File: config.mk
export PLATFORM = sky130hd
export DESIGN_NAME = mem_wb_skid_stage
export DESIGN_NICKNAME = d
export VERILOG_FILES = /design/src/rtl/mem_wb_skid_stage.sv
export SDC_FILE = /design/constraint.sdc
export NUM_CORES = 1
export LEC_CHECK = 0
export CELL_PAD_IN_SITES_DETAIL_PLACEMENT = 0
export CELL_PAD_IN_SITES_GLOBAL_PLACEMENT = 2
export CORE_ASPECT_RATIO = 0.5
export CORE_UTILIZATION = 30
export DETAILED_ROUTE_END_ITERATION = 7
export HOLD_SLACK_MARGIN = 0.05
export PLACE_DENSITY_LB_ADDON = 0.25
export SLEW_MARGIN = 15
export SYNTH_ARGS = -nofsm -noshare
export SYNTH_HDL_FRONTEND = slang
export SYNTH_SLANG_ARGS = --single-unit
File: constraint.sdc
create_clock -name clk -period 1.8 [get_ports clk]
set_clock_uncertainty 0.2 [all_clocks]
set_input_delay 0.36 -clock clk [delete_from_list [all_inputs] [get_ports clk]]
set_output_delay 0.36 -clock clk [all_outputs]
set_load 0.05 [all_outputs]
File: src/rtl/mem_wb_skid_stage.sv
// MEM/WB boundary register with valid/ready handshake and a 2-entry skid buffer.
// in_ready depends only on registered state, so back-pressure never forms a combinational path.
module mem_wb_skid_stage #(
   parameter int DATA_WIDTH    = 32,
   parameter int ADDR_WIDTH    = 32,
   parameter int REG_IDX_WIDTH = 5,
   parameter int SRC_WIDTH     = 2
) (
   input  logic                     clk,
   input  logic                     rst_n,
   input  logic                     flush,
   input  logic                     in_valid,
   output logic                     in_ready,
   input  logic [DATA_WIDTH-1:0]    ALUResultM,
   input  logic [DATA_WIDTH-1:0]    ReadDataM,
   input  logic [ADDR_WIDTH-1:0]    PCPlus4M,
   input  logic [REG_IDX_WIDTH-1:0] RdM,
   input  logic                     RegWriteM,
   input  logic [SRC_WIDTH-1:0]     ResultSrcM,
   output logic                     out_valid,
   input  logic                     out_ready,
   output logic [DATA_WIDTH-1:0]    ALUResultW,
   output logic [DATA_WIDTH-1:0]    ReadDataW,
   output logic [ADDR_WIDTH-1:0]    PCPlus4W,
   output logic [REG_IDX_WIDTH-1:0] RdW,
   output logic                     RegWriteW,
   output logic [SRC_WIDTH-1:0]     ResultSrcW,
   output logic [1:0]               occupancy
);

   typedef struct packed {
      logic [DATA_WIDTH-1:0]    alu;
      logic [DATA_WIDTH-1:0]    rdata;
      logic [ADDR_WIDTH-1:0]    pc4;
      logic [REG_IDX_WIDTH-1:0] rd;
      logic                     regwrite;
      logic [SRC_WIDTH-1:0]     src;
   } entry_t;

   entry_t in_ent;
   entry_t main_q, main_d;
   entry_t skid_q, skid_d;
   logic   main_valid_q, main_valid_d;
   logic   skid_valid_q, skid_valid_d;
   logic   accept, drain;

   assign in_ent = '{alu: ALUResultM, rdata: ReadDataM, pc4: PCPlus4M,
                     rd: RdM, regwrite: RegWriteM, src: ResultSrcM};

   assign in_ready = ~skid_valid_q & rst_n;
   assign accept   = in_valid & in_ready;
   assign drain    = main_valid_q & out_ready;

   // Payload registers only load alongside their slot so idle slots keep their last value.
   always_comb begin
      main_d       = main_q;
      skid_d       = skid_q;
      main_valid_d = main_valid_q;
      skid_valid_d = skid_valid_q;
      if (flush) begin
         main_valid_d = 1'b0;
         skid_valid_d = 1'b0;
      end else if (!main_valid_q) begin
         if (accept) begin
            main_d       = in_ent;
            main_valid_d = 1'b1;
         end
      end else if (drain) begin
         if (skid_valid_q) begin
            main_d       = skid_q;
            skid_valid_d = 1'b0;
         end else if (accept) begin
            main_d = in_ent;
         end else begin
            main_valid_d = 1'b0;
         end
      end else if (accept) begin
         skid_d       = in_ent;
         skid_valid_d = 1'b1;
      end
   end

   always_ff @(posedge clk) begin
      if (!rst_n) begin
         main_q       <= '0;
         skid_q       <= '0;
         main_valid_q <= 1'b0;
         skid_valid_q <= 1'b0;
      end else begin
         main_q       <= main_d;
         skid_q       <= skid_d;
         main_valid_q <= main_valid_d;
         skid_valid_q <= skid_valid_d;
      end
   end

   assign out_valid  = main_valid_q;
   assign occupancy  = {1'b0, main_valid_q} + {1'b0, skid_valid_q};
   assign ALUResultW = main_q.alu;
   assign ReadDataW  = main_q.rdata;
   assign PCPlus4W   = main_q.pc4;
   assign RdW        = main_q.rd;
   assign ResultSrcW = main_q.src;
   // A bubble must never write the register file, whatever stale payload it holds.
   assign RegWriteW  = main_q.regwrite & main_valid_q;

endmodule

==> results.sh <==
export IMPL_grt_start_max_net_pins=112
export IMPL_powerDensity_nw_per_um2=913
export IMPL_critical_path_required_ns=1.24
export IMPL_hold_worst_slack_ns=0.104
export IMPL_drt_iter0_markers=480
export IMPL_postSynthAreaPerCell_um2=8.29
export IMPL_via_count_of_the_first_global_routing_pass=8470
export IMPL_timing_worst_slew_pin_value_ns=0.539
export IMPL_stdcell_area_um2=12900
export IMPL_worst_setup_path_start_kind="flop"
export IMPL_core_area_um2=32000
export IMPL_clk_pin_slew_worst_paths_ns=0.06
export IMPL_mappedNetlistNets=1297
export IMPL_drc=0
export IMPL_vias=8719
export IMPL_dieHeight_um=130
export IMPL_vdd_ir_drop_max_mv=0.688
export IMPL_timing_critical_path_cells="ha_4 -> buf_12"
export IMPL_gate_count_of_the_mapped_netlist=1187
export IMPL_finish_cell_count_without_fillers=1696
export IMPL_max_cap_violations=0
export IMPL_critical_path_slowest_cell="dfxtp_4"
export IMPL_setup_viol=33
export IMPL_violations="negative setup slack"
export IMPL_top_delay_family_on_crit_path="flip-flops"
export IMPL_cts_tree="built"
export IMPL_start_util_pct=30.8
export IMPL_wire_per_inst_um=18.5
export IMPL_mapped_cell_area_um2=9840
export IMPL_grt_total_ovfl=0
export IMPL_clock_tree_root_cell="clkbuf_16"
export IMPL_multi_input_comb_area_um2=4360
export IMPL_yosys_cell_types_count=26
export IMPL_finalWorstSetupSlack_ns=-0.0699
export IMPL_post_place_cells=1643
export IMPL_antenna_found_initial=2
export IMPL_drt_first_pass_iters=5
export IMPL_flop_and_latch_count_out_of_synthesis=210
export IMPL_timing_slew_headroom_pct=64.0
export IMPL_cp_max_fo=6
export IMPL_fp_dieW_um=258
export IMPL_period_share_pct=104
export IMPL_hp_class="input port to flop"
export IMPL_count_of_final_max_slew_check_failures=0
export IMPL_synth_warnings=0
export IMPL_cp_buffers_inverters=1
export IMPL_seq_cell_area_um2=4210
export IMPL_global_route_wire_length_before_repair_um=48100
export IMPL_endpoints_failing_hold=0
export IMPL_num_nets_final=1358
export IMPL_flow_area_growth_from_synthesis_pct=31.2
export IMPL_achievable_frequency_ghz=0.535
export IMPL_numPortBuffers=216
export IMPL_gr_usage_all_layers_pct=17.9
export IMPL_critical_path_endpoint_type="output port"
export IMPL_post_route_min_period_ns=1.87
export IMPL_layout_commonest_cell="nand2_1"
export IMPL_insertion_delay_ns=0.51
export IMPL_vias_per_cell=5.14
export IMPL_ys_seq_area_share_pct=42.7
export IMPL_final_antenna_net_count=0
export IMPL_grt_setup_unrepaired="yes"
export IMPL_gp_routability_congestion=0.725
export IMPL_place_ws_ns=-0.396
export IMPL_critPathArrivalTime_ns=1.31
export IMPL_total_leakage_power_uw=0.00496
export IMPL_dpl_cell_area_um2=11900
export IMPL_cts_htree_levels=1
export IMPL_mostFrequentLayoutCells="nand2_1, dfxtp_1, clkdlybuf4s50_1, nand3b_1, o31ai_1"
export IMPL_status="finished, violations left"
export IMPL_cts_root_to_sink_buffers=3
export IMPL_drive_gt1_share_pct=16.8
export IMPL_floorplan_die_area_um2=33600
export IMPL_boundaryPins=217
export IMPL_final_fill_count=3209
export IMPL_number_of_buffers_inserted_during_clock_tree_synthesis=22
export IMPL_row_count=46
export IMPL_cts_sinks=210
export IMPL_worst_setup_path_type="flop to output port"
export IMPL_place_hpwl_um=18400
export IMPL_critical_path_max_stage_delay_ns=0.39
export IMPL_routed_wire_length_um=31300
export IMPL_setup_total_negative_slack_ns=-0.468
-- metrics by stage --
| step | utilization [%] | total power [uW] |
|---|---|---|
| 4_1_cts | 40.1 | 12000 |
| 5_1_grt | 40.4 | 12300 |
| 3_5_place_dp | 37.2 | 7280 |
| 2_1_floorplan | - | 6530 |
| 6_report | 40.4 | 11800 |
| 3_3_place_gp | 37.2 | 7270 |
-- where the power goes --
group | leakage, uW | switching (uW) | internal (uW)
registers | 0.00172 | 145 | 4860
logic | 0.00288 | 1350 | 856
clock network | 0.000357 | 1960 | 2620
-- Yosys cell counts --
cell	instances	share of area [%]
dfxtp_1	210	43
nand2_1	210	8.0
a22oi_1	104	7.9
nand3b_1	104	7.9
o31ai_1	104	7.9
buf_4	103	7.9
nand3_1	103	5.2
clkbuf_1	70	2.7
o21ai_1	60	3.1
o21ai_0	45	2.3
buf_2	29	1.5
buf_1	17	0.65
buf_6	8	0.92
clkbuf_2	4	0.20
nor2b_1	3	0.19
a21oi_1	2	0.10
nand2b_1	2	0.13
a211o_1	1	0.089
a211oi_1	1	0.076
and2_1	1	0.064
and2_4	1	0.089
and4bb_1	1	0.13
ha_1	1	0.13
inv_1	1	0.038
nand4_1	1	0.064
nor2_1	1	0.038
-- metal layers --
layer	track usage [%]	up-vias	wire, um
met5	0	-	12
met4	3.48	2	466
met3	3.07	35	1080
met2	30.5	141	15100
met1	23.9	4302	14600
li1	-	4239	-
-- path summary, 6_finish.rpt --
| check | from | slack (ns) | depth (start not counted) | to |
|---|---|---|---|---|
| min | rst_n | 0.10 | 4 | out_valid |
| max reg2reg | out_valid | -0.03 | 5 | PCPlus4W[26] |
| max | out_valid | -0.07 | 2 | occupancy[0] |
| min reg2reg | skid_q[84] | 0.24 | 2 | skid_q[84] |
-- logic make-up after synthesis --
family	after synthesis	synth area share [%]
AOI/OAI and AO/OA	317	21.5
adders and majority gates	1	0.127
buffers and inverters	232	13.8
DFF	210	42.7
and+or+nand+nor	427	21.9
-- worst min-delay path: stages --
cell and delay, ns:
buf_6 0.13, nand2b_1 0.12, buf_4 0.13, a21oi_1 0.04
-- state kept, by name, summed over array words and instances, names as in the netlist --
signal / cells
PCPlus4W: 32
ResultSrcW: 2
skid_q: 104
out_valid: 1
ReadDataW: 32
RdW: 5
ALUResultW: 32
skid_valid_q: 1
main_q: 1
-- timing repair --
| item | in CTS | in global routing |
|---|---|---|
| setup buffers | 7 | 0 |
| resized for setup | 14 | 4 |
| setup endpoints to repair | 5 | 195 |
| pin swaps | 1 | 1 |
| hold buffers | 0 | 0 |
| hold endpoints to repair | 0 | 0 |
| gates cloned | 3 | 3 |
-- area by class of cell --
class / count / share of cell area (%)
Sequential cell: 210 / 32.6
Clock buffer: 33 / 5.29
Multi-Input combinational cell: 745 / 33.7
Antenna cell: 1 / 0.0194
Inverter: 1 / 0.0291
Tap cell: 432 / 4.18
Clock inverter: 6 / 0.252
Timing Repair Buffer: 268 / 23.9
Note: power is estimated with default switching activity, not from simulation.
